$ cat config.mk
export PLATFORM = sky130hd
export DESIGN_NAME = fifo_flagged
export DESIGN_NICKNAME = d
export VERILOG_FILES = /design/src/rtl/fifo_pkg.sv /design/src/rtl/fifo_ram.sv /design/src/rtl/fifo_flagged.sv
export SDC_FILE = /design/constraint.sdc
export NUM_CORES = 1
export LEC_CHECK = 0
export ABC_AREA = 1
export BUFFER_PORTS_ARGS = -buffer_cell sky130_fd_sc_hd__buf_2
export CAP_MARGIN = 20
export CORE_ASPECT_RATIO = 2
export CORE_MARGIN = 3
export CORE_UTILIZATION = 45
export CTS_CLUSTER_DIAMETER = 100
export CTS_CLUSTER_SIZE = 30
export DETAILED_ROUTE_END_ITERATION = 8
export GPL_TIMING_DRIVEN = 0
export PLACE_DENSITY = 0.67
export SLEW_MARGIN = 20
export SYNTH_ARGS = -nofsm -noshare
export SYNTH_HDL_FRONTEND = slang
export SYNTH_HIERARCHICAL = 1
export SYNTH_SLANG_ARGS = --single-unit
$ cat constraint.sdc
create_clock -name clk -period 2.2 [get_ports clk]
set_input_delay 0.22 -clock clk [delete_from_list [all_inputs] [get_ports clk]]
set_output_delay 0.22 -clock clk [all_outputs]
set_load 0.1 [all_outputs]
$ cat src/rtl/fifo_pkg.sv
// Shared FIFO types: status bundle and count-width helper.
// Imported by fifo_ram, fifo_flagged and parent blocks.
package fifo_pkg;

  typedef struct packed {
    logic full;
    logic empty;
    logic almost_full;
    logic almost_empty;
    logic overflow;
    logic underflow;
  } fifo_status_t;

  function automatic int cnt_w(input int depth);
    return $clog2(depth + 1);
  endfunction

endpackage

$ cat src/rtl/fifo_ram.sv
// FIFO storage: N_SIZE x N_BITS, sync write, async read.
// Ports: clk, we, waddr, wdata, raddr, rdata.
module fifo_ram
  import fifo_pkg::*;
#(
  parameter int N_BITS = 8,
  parameter int N_SIZE = 4,
  parameter int AW     = $clog2(N_SIZE)
) (
  input  logic              clk,
  input  logic              we,
  input  logic [AW-1:0]     waddr,
  input  logic [N_BITS-1:0] wdata,
  input  logic [AW-1:0]     raddr,
  output logic [N_BITS-1:0] rdata
);

  logic [N_BITS-1:0] mem [N_SIZE];

  always_ff @(posedge clk) begin
    if (we) mem[waddr] <= wdata;
  end

  assign rdata = mem[raddr];

endmodule

$ cat src/rtl/fifo_flagged.sv
// Flagged FIFO: count, AF/AE thresholds, sticky errors, valid strobe.
// Ports: clk, rst_n, push, pop, data_in, clr_err -> data_out, data_valid,
// full, empty, almost_full, almost_empty, count, overflow, underflow.
// Define FIFO_FWFT_EN for first-word-fall-through read path.
module fifo_flagged
  import fifo_pkg::*;
#(
  parameter int N_BITS   = 8,
  parameter int N_SIZE   = 4,
  parameter int AF_LEVEL = N_SIZE - 1,
  parameter int AE_LEVEL = 1
) (
  input  logic                       clk,
  input  logic                       rst_n,
  input  logic                       push,
  input  logic                       pop,
  input  logic [N_BITS-1:0]          data_in,
  input  logic                       clr_err,
  output logic [N_BITS-1:0]          data_out,
  output logic                       data_valid,
  output logic                       full,
  output logic                       empty,
  output logic                       almost_full,
  output logic                       almost_empty,
  output logic [$clog2(N_SIZE+1)-1:0] count,
  output logic                       overflow,
  output logic                       underflow
);

  localparam int AW = $clog2(N_SIZE);
  localparam int CW = cnt_w(N_SIZE);

  logic [AW-1:0]     wr_ptr;
  logic [AW-1:0]     rd_ptr;
  logic [N_BITS-1:0] head;
  logic              pop_ok;
  logic              push_ok;
  logic              ovf_q;
  logic              unf_q;
  fifo_status_t      st;

  function automatic logic [AW-1:0] nxt(input logic [AW-1:0] p);
    return (p == AW'(N_SIZE - 1)) ? '0 : p + 1'b1;
  endfunction

  // A full FIFO may still take a push when a pop frees the slot.
  assign pop_ok  = pop && !st.empty;
  assign push_ok = push && (!st.full || pop_ok);

  always_comb begin
    st              = '0;
    st.full         = (count == CW'(N_SIZE));
    st.empty        = (count == '0);
    st.almost_full  = (count >= CW'(AF_LEVEL));
    st.almost_empty = (count <= CW'(AE_LEVEL));
    st.overflow     = ovf_q;
    st.underflow    = unf_q;
  end

  assign full         = st.full;
  assign empty        = st.empty;
  assign almost_full  = st.almost_full;
  assign almost_empty = st.almost_empty;
  assign overflow     = st.overflow;
  assign underflow    = st.underflow;

  fifo_ram #(
    .N_BITS (N_BITS),
    .N_SIZE (N_SIZE),
    .AW     (AW)
  ) u_ram (
    .clk   (clk),
    .we    (push_ok),
    .waddr (wr_ptr),
    .wdata (data_in),
    .raddr (rd_ptr),
    .rdata (head)
  );

  always_ff @(posedge clk or negedge rst_n) begin
    if (!rst_n) begin
      wr_ptr <= '0;
      rd_ptr <= '0;
      count  <= '0;
      ovf_q  <= 1'b0;
      unf_q  <= 1'b0;
    end else begin
      if (push_ok) wr_ptr <= nxt(wr_ptr);
      if (pop_ok)  rd_ptr <= nxt(rd_ptr);
      unique case ({push_ok, pop_ok})
        2'b10:   count <= count + 1'b1;
        2'b01:   count <= count - 1'b1;
        default: count <= count;
      endcase
      // Set wins over a coincident clear.
      if (push && !push_ok) ovf_q <= 1'b1;
      else if (clr_err)     ovf_q <= 1'b0;
      if (pop && !pop_ok)   unf_q <= 1'b1;
      else if (clr_err)     unf_q <= 1'b0;
    end
  end

`ifdef FIFO_FWFT_EN
  assign data_out   = st.empty ? '0 : head;
  assign data_valid = !st.empty;
`else
  always_ff @(posedge clk or negedge rst_n) begin
    if (!rst_n) begin
      data_out   <= '0;
      data_valid <= 1'b0;
    end else begin
      data_valid <= pop_ok;
      if (pop_ok) data_out <= head;
    end
  end
`endif

endmodule
==> qor.csv, run 1 <==
metric,value,unit
r2r-start,count[0],
rsz0062_at_grt,false,
synth_top_cell_area_share,0.4136,
avgSynthCellArea,9.681,sq um
place_area,2630,sq um
portBuffers,30,
layout_commonest_cell,nand2_1,
stdcell_area,2721,sq um
first_pass_iters,4,
initial_core_util,0.4732,
die_width,56.81,um
avgViaCountPerCell,4.661,
yosysWarningCount,6,
core_area,4910,sq um
cp-startpoint,count[0],
synthTopCellsByArea,"edfxtp_1, dfrtp_1, nand2_1",
final.setup_skew,0.005590,ns
num_rows,36,
clkTransAtPathRegs,0.08,ns
mostFrequentLayoutCells,"nand2_1, inv_1, edfxtp_1, buf_2, nand3_1",
synth_top_family_by_area,simple AND/OR/NAND/NOR gates,
grt_antenna_before_repair,0,
nNetsFinal,298,
ys_types,23,
fmax,497.7,MHz
finalMaxSlewViolations,0,
drive_gt1_frac,0.2258,
finalSetupViolCount,0,
status,"complete, no violations",
clk-insertion-delay-late,0.30,ns
cts_buffer_depth,2,
min_period,2.009,ns
tightestPinTransition,0.4868,ns
area_growth_syn_to_layout,17.12,%
wl,4028,um
drc_errors,0,
antenna_cells,0,
finalHoldViolCount,0,
overflow,0,
syn_inst,240,
cts.sinks,50,
synth-seq-cells,50,
critPathLaunchType,flip-flop,
cts_made_buffers,5,
cts_htree_levels,2,
post_cts_buffers,0,
period_share,0.9133,
drtIter0Drc,18,
synth-compound-area-share,0.03016,
hold_class,primary input to flip-flop,
maxCapViolCount,0,
max_slew_margin,0.6777,
cts_tree,yes,
netlist_area,2323,sq um
dp_hpwl,3187,um
critPathCaptureType,flip-flop,
ios,31,
synth_simple_gate_area_frac,0.2229,
die_y,107.6,um
fp.dieArea,6114,sq um
yosys-mux-area-fraction,0,
synth_fp_nets,260,
synth_top_area_cell,edfxtp_1,
grt_usage,0.1559,
grt_max_degree,19,
grt_pass1_wl,7120,um
synth_xor_area_frac,0,
worstPathMaxFanout,8,
hp-start,clr_err,
finalWeightedCongestion,0.7520,
worstSetupPathType,flip-flop to flip-flop,
seq_area_frac_synth,0.6074,
antenna_left,0,
critical_path_required,2.15,ns
crit_arrival,1.96,ns
avgRoutedWirePerCell,11.99,um
grt_pass1_vias,1521,
synth-adder-area-share,0.03770,
tns,0,ns
root_buffer,clkbuf_8,
via_count,1566,
cell type report:
cell class | count | area (sq um)
buffer | 5 | 46.29
clock buffer | 6 | 72.57
clock inverter | 2 | 8.758
fill | 451 | 2188
inverter | 50 | 201.4
multi-input combinational | 135 | 740.7
sequential | 50 | 1420
tap | 57 | 71.32
timing repair buffer | 31 | 160.2
cells by family (layout without fill, tap and decap cells):
group | after synthesis | count (layout)
fa+ha+maj | 7 | 7
buf+inv | 55 | 94
compound gates | 8 | 8
simple gates | 120 | 120
flops | 50 | 50
flip-flops by register name (all words and copies together), names as in the netlist:
register / flops
rd_ptr: 2
data_out: 8
data_valid: 1
wr_ptr: 2
u_ram/mem: 32
count: 3
overflow: 1
underflow: 1
final timing paths:
kind                            slack, ns              end  cells after the start
worst max-delay path                 0.19  u_ram/mem[3][0]                      7
worst min-delay path                 0.13         overflow                      2
worst max register to register       0.19  u_ram/mem[3][0]                      7
worst min register to register       0.48      data_out[0]                      2
max in group asynchronous            1.48         count[1]                      2
min in group asynchronous            0.38        rd_ptr[0]                      2
worst max-delay path, cell delays in order, from the launching register on:
cell,delay (ns)
dfrtp_4,0.46
inv_4,0.06
ha_4,0.18
nand2_4,0.11
clkinvlp_4,0.11
a21oi_4,0.23
inv_4,0.09
nor3_4,0.42
what timing repair did:
item	CTS	global route
hold buffers	1	0
endpoints found under the hold margin	18	0
gates resized for setup	0	0
synth_stat cells:
cell type,number
buf_6,3
inv_4,1
nand3_4,1
a21oi_4,2
nand2_4,2
nand3_1,20
ha_1,7
edfxtp_1,32
o21ai_0,2
nand4_1,1
o22ai_1,1
dfrtp_1,18
inv_1,47
nor3_1,4
nand2_1,88
buf_2,1
nor2_1,3
buf_4,1
inv_2,2
o21a_1,1
nand3_2,1
o32ai_1,1
a21oi_1,1
metal layers:
metal	part of all wire	GRT usage	vias up
met3	0.049	0.03121	6
li1	-	-	823
met1	0.34	0.1538	703
met2	0.58	0.2955	34
met4	0.025	0.07960	0
met5	0	0	-
metrics by stage:
stage	util	hold slack [ns]	cells	setup slack (ns)
finish	0.5543	0.1261	336	0.1908
detailed placement	0.5357	0.1866	327	0.1418
global placement	0.5357	0.1811	327	0.1727
CTS	0.5543	0.1185	336	0.1311
global route	0.5543	0.1141	336	0.04304
floorplan	-	-0.07559	240	-0.3455
Power of run 1 is left out: the tool's default activity adds up to more than one toggle a clock period on the data nets, which glitch-free logic cannot reach.
==> run 2: changes to the inputs <==
--- a/config.mk
+++ b/config.mk
@@ -5,7 +5,6 @@
 export SDC_FILE = /design/constraint.sdc
 export NUM_CORES = 1
 export LEC_CHECK = 0
-export ABC_AREA = 1
 export BUFFER_PORTS_ARGS = -buffer_cell sky130_fd_sc_hd__buf_2
 export CAP_MARGIN = 20
 export CORE_ASPECT_RATIO = 2
@@ -15,7 +14,7 @@
 export CTS_CLUSTER_SIZE = 30
 export DETAILED_ROUTE_END_ITERATION = 8
 export GPL_TIMING_DRIVEN = 0
-export PLACE_DENSITY = 0.67
+export PLACE_DENSITY = 0.68
 export SLEW_MARGIN = 20
 export SYNTH_ARGS = -nofsm -noshare
 export SYNTH_HDL_FRONTEND = slang
==> run 2 against run 1 <==
  * Register-to-register slack is essentially flat
  * Routed wire length shrank 7.6%
  * Critical endpoint is now empty
  * Utilization shrank 0.39 points
  * Critical path depth shrank 1
  * Clock-buffer cell count grew 1
  * Via count shrank 21%
  * Highest routed layer unchanged
==> qor.csv, run 2 <==
metric,value,unit
status,"complete, no violations",
regMostFlops,u_ram/mem,
fill_cells,406,
num_rows,35,
yosysWarningCount,6,
via_count,1239,
r2r_cells,7,
clk-insertion-delay-late,0.29,ns
layout_setup_ws,0.1111,ns
maxCapViolCount,0,
finalMaxSlewViolations,0,
synth-seq-cells,50,
dp.cells,218,
reg_top3,"u_ram/mem (32), data_out (8), count (3)",
tightestPinTransition,0.5023,ns
finalSetupViolCount,0,
post_cts_buffers,0,
cts_htree_levels,2,
finalHoldViolCount,0,
clkTransAtPathRegs,0.08,ns
critPathCaptureType,primary output,
fmax,478.7,MHz
synthTopCellsByArea,"edfxtp_1, dfrtp_1, mux4_2",
synth_edf_count,32,
cpLargestDelayFamily,buffers and inverters,
r2r-end,u_ram/mem[0][1],
fp.dieArea,5787,sq um
die_y,104.6,um
rsz0062_at_grt,false,
critical_path_required,1.98,ns
min_period,2.089,ns
cts_made_buffers,5,
grt_max_degree,19,
cts_buffer_depth,2,
finalWeightedCongestion,0.8821,
avgViaCountPerCell,5.458,
ys_types,32,
yosysMostFrequentCell,edfxtp_1,
initial_core_util,0.4714,
avgSynthCellArea,16.45,sq um
synthFlopType,edfxtp_1,
grt_pass1_vias,1367,
first_pass_iters,4,
worstSetupPathType,flip-flop to primary output,
yosys-top-cells-count,"edfxtp_1, dfrtp_1, mux2_2, inv_1, mux4_2",
cts.sinks,50,
grt_usage,0.1419,
r2r-start,count[0],
regToRegSetupSlack,0.18,ns
syn_inst,133,
antenna_cells,0,
die_width,55.31,um
core_area,4642,sq um
drive_gt1_frac,0.4593,
root_buffer,clkbuf_8,
synth_fp_nets,153,
netlist_area,2188,sq um
crit_path_end,empty,
grt_pass1_wl,6437,um
nNetsFinal,191,
ios,31,
antenna_left,0,
max_slew_margin,0.6648,
portBuffers,30,
tns,0,ns
period_share,0.9495,
overflow,0,
synth_top_cell_area_share,0.4391,
crit_arrival,1.87,ns
area_growth_syn_to_layout,16.75,%
final.setup_skew,0.005446,ns
async_flop_share,0.3600,
critPathLaunchType,flip-flop,
drtIter0Drc,54,
mostFrequentLayoutCells,"buf_2, edfxtp_1, dfrtp_1, mux2_2, mux4_2",
dp_hpwl,2900,um
cp_num_buf_inv,4,
cp-startpoint,count[1],
drc_errors,0,
wl,3722,um
layout.cells.non_filler,227,
worstPathMaxFanout,8,
postLayoutCoreUtil,0.5504,
worst-path-stages,6,
crit_path_top_delay_cell,dfrtp_4,
grt_antenna_before_repair,0,
cp_cell_sequence,inv_2 -> ha_1 -> buf_6 -> nand2b_2 -> clkinvlp_4 -> buf_2,
avgRoutedWirePerCell,16.40,um
hold_class,primary input to flip-flop,
largest_register_ff_count,32,
post-place-ws,-0.008181,ns
synth_top_area_cell,edfxtp_1,
cts_tree,yes,
cpPeakStageDelay,0.53,ns
seq_area_frac_synth,0.6449,
run 2: layer usage:
metal / part of all wire / routed length (um) / global-route usage / vias to the layer above
li1: - / - / - / 570
met1: 0.34 / 1284 / 0.1440 / 633
met2: 0.60 / 2222 / 0.2627 / 30
met3: 0.038 / 142 / 0.02967 / 6
met4: 0.020 / 73 / 0.07304 / 0
met5: 0 / 0 / 0 / -
run 2: worst min-delay path by stage:
stage / cells after the start / end / slack (ns) / startpoint
finish: 1 / u_ram/mem[2][3] / 0.14 / data_in[3]
global route: 1 / u_ram/mem[3][6] / 0.13 / data_in[6]
CTS: 1 / u_ram/mem[2][3] / 0.13 / data_in[3]
detailed placement: 1 / overflow / 0.17 / rst_n
global placement: 1 / underflow / 0.17 / rst_n
floorplan: 0 / count[2] / -0.08 / rst_n
run 2: what timing repair did:
action | in CTS | in global routing
gates resized for setup | 1 | 0
setup endpoints to repair | 8 | 0
hold buffers | 1 | 0
endpoints found under the hold margin | 18 | 0
run 2: cell families (layout without fill, tap and decap cells):
family                     after synthesis  in the layout  synth area share
and+or+nand+nor                         22             22           0.05776
buffers and inverters                   16             55           0.04288
muxes                                   24             24            0.1647
AOI/OAI and AO/OA                       14             14           0.04974
adders and majority gates                7              7           0.04002
DFF                                     50             50            0.6449
run 2: through the flow:
stage / area [sq um] / hold WS (ns)
detailed placement: 2432 / 0.1744
CTS: 2555 / 0.1264
global route: 2555 / 0.1313
floorplan: 2213 / -0.07559
global placement: 2432 / 0.1681
finish: 2555 / 0.1391
run 2: area by class of cell:
| class | count | area [sq um] | share of cell area |
|---|---|---|---|
| Inverter | 9 | 37.54 | 0.01469 |
| Multi-Input combinational cell | 67 | 701.9 | 0.2747 |
| Tap cell | 55 | 68.82 | 0.02693 |
| Timing Repair Buffer | 31 | 160.2 | 0.06268 |
| Clock inverter | 1 | 30.03 | 0.01175 |
| Sequential cell | 50 | 1420 | 0.5558 |
| Clock buffer | 7 | 76.32 | 0.02987 |
| Buffer | 7 | 60.06 | 0.02351 |
Power of run 2 is left out for the same reason.
==> run 3: changes to the inputs <==
--- a/config.mk
+++ b/config.mk
@@ -9,12 +9,13 @@
 export CAP_MARGIN = 20
 export CORE_ASPECT_RATIO = 2
 export CORE_MARGIN = 3
-export CORE_UTILIZATION = 45
+export CORE_UTILIZATION = 56
 export CTS_CLUSTER_DIAMETER = 100
 export CTS_CLUSTER_SIZE = 30
 export DETAILED_ROUTE_END_ITERATION = 8
 export GPL_TIMING_DRIVEN = 0
-export PLACE_DENSITY = 0.68
+export PLACE_DENSITY = 0.78
+export REMOVE_ABC_BUFFERS = 1
 export SLEW_MARGIN = 20
 export SYNTH_ARGS = -nofsm -noshare
 export SYNTH_HDL_FRONTEND = slang
==> constraint.sdc (replaced) <==
create_clock -name clk -period 1.94 [get_ports clk]
set_input_delay 0.194 -clock clk [delete_from_list [all_inputs] [get_ports clk]]
set_output_delay 0.194 -clock clk [all_outputs]
set_load 0.1 [all_outputs]
==> run 3 against run 2 <==
  * Register-to-register slack lost 0.06 ns
  * Die area down 18%
  * Worst setup slack worse by 0.032 ns
  * Global-route usage rose by 2.5 points
  * Sequential share of layout area grew 0.95 points
  * Utilization increased by 13 points
  * Cell area down 2.1%
  * Hold slack got worse by 0.029 ns
  * Clock skew rose by 0.0026 ns
  * First-iteration DRC count fell by 72%
  * Critical endpoint is now almost_full
==> qor.csv, run 3 (same netlist as run 2, synthesis figures left out) <==
metric,value,unit
max_slew_margin,0.6130,
ios,31,
mostFrequentLayoutCells,"edfxtp_1, buf_2, dfrtp_1, mux2_2, mux4_2",
stdcell_area,2501,sq um
clk-insertion-delay-late,0.29,ns
grt_usage,0.1669,
fp.dieArea,4739,sq um
seqCellArea,1414,sq um
fmax,537.3,MHz
dp_hpwl,2577,um
nNetsFinal,185,
antenna_left,0,
cts_htree_levels,2,
avgRoutedWirePerCell,16.47,um
via_count,1173,
cts_made_buffers,5,
grt_pass1_vias,1239,
tightestPinTransition,0.5806,ns
post-place-ws,-0.3881,ns
finalWeightedCongestion,0.6755,
hold_class,primary input to flip-flop,
critPathLaunchType,flip-flop,
cts_tree,yes,
reg_top3,"u_ram/mem (32), data_out (8), count (3)",
min_period,1.861,ns
portBuffers,30,
core_area,3685,sq um
die_y,94.41,um
worstPathMaxFanout,7,
drc_errors,0,
antenna_cells,0,
regMostFlops,u_ram/mem,
period_share,0.9594,
grt_pass1_wl,5740,um
root_buffer,clkbuf_8,
status,"complete, no violations",
drive_gt1_frac,0.4518,
layout_commonest_cell,edfxtp_1,
cts.sinks,50,
crit_arrival,1.67,ns
postLayoutCoreUtil,0.6788,
overflow,0,
tns,0,ns
cts_buffer_depth,2,
fill_cells,268,
multi_input_area,710.7,sq um
wl,3542,um
layout_setup_ws,0.07870,ns
critPathCaptureType,primary output,
worstSetupPathType,flip-flop to primary output,
drtIter0Drc,15,
final.setup_skew,0.008035,ns
maxCapViolCount,0,
initial_core_util,0.5939,
avgViaCountPerCell,5.456,
die_width,50.20,um
grt_max_degree,19,
finalSetupViolCount,0,
rsz0062_at_grt,false,
finalMaxSlewViolations,0,
place_area,2345,sq um
clkTransAtPathRegs,0.08,ns
area_growth_syn_to_layout,14.29,%
first_pass_iters,4,
grt_antenna_before_repair,0,
largest_register_ff_count,32,
finalHoldViolCount,0,
num_rows,31,
critical_path_required,1.75,ns
==> run 3: layer usage <==
layer / track usage / vias up / wire length, um
li1: - / 558 / -
met1: 0.1646 / 580 / 1235
met2: 0.3297 / 31 / 2142
met3: 0.02844 / 4 / 127
met4: 0.06236 / 0 / 37
met5: 0 / - / 0
==> run 3: cell type report <==
class	count	share of cell area
Inverter	9	0.01351
Multi-Input combinational cell	67	0.2841
Clock inverter	3	0.008504
Timing Repair Buffer	32	0.07654
Clock buffer	5	0.02751
Sequential cell	50	0.5653
Tap cell	49	0.02451
==> run 3: path summary, 6_finish.rpt <==
kind	startpoint	endpoint	slack [ns]	depth (start not counted)
worst max-delay path	count[0]	almost_full	0.08	5
max in group asynchronous	rst_n	count[2]	1.27	2
worst min-delay path	data_in[6]	u_ram/mem[2][6]	0.11	1
worst min register to register	data_out[1]	data_out[1]	0.51	1
min in group asynchronous	rst_n	overflow	0.36	2
worst max register to register	count[0]	u_ram/mem[3][7]	0.12	6
==> run 3: through the flow <==
step                instances  hold slack, ns
global placement          205          0.1359
detailed placement        205          0.1426
floorplan                 126         -0.1016
CTS                       215         0.09866
finish                    215          0.1097
global route              215         0.09345
==> run 3: worst max-delay path: stages (launching register included) <==
cell,delay [ns]
dfrtp_1,0.46
ha_1,0.25
ha_1,0.19
nor2_1,0.08
o21ai_0,0.10
clkbuf_4,0.30
==> run 3: repair_timing <==
action,4_1_cts,5_1_grt
gates cloned,0,0
gates resized for setup,8,6
setup endpoints to repair,44,46
pin swaps,0,0
hold buffers,1,0
endpoints found under the hold margin,18,0
buffers inserted,1,0
Power of run 3 is left out for the same reason.
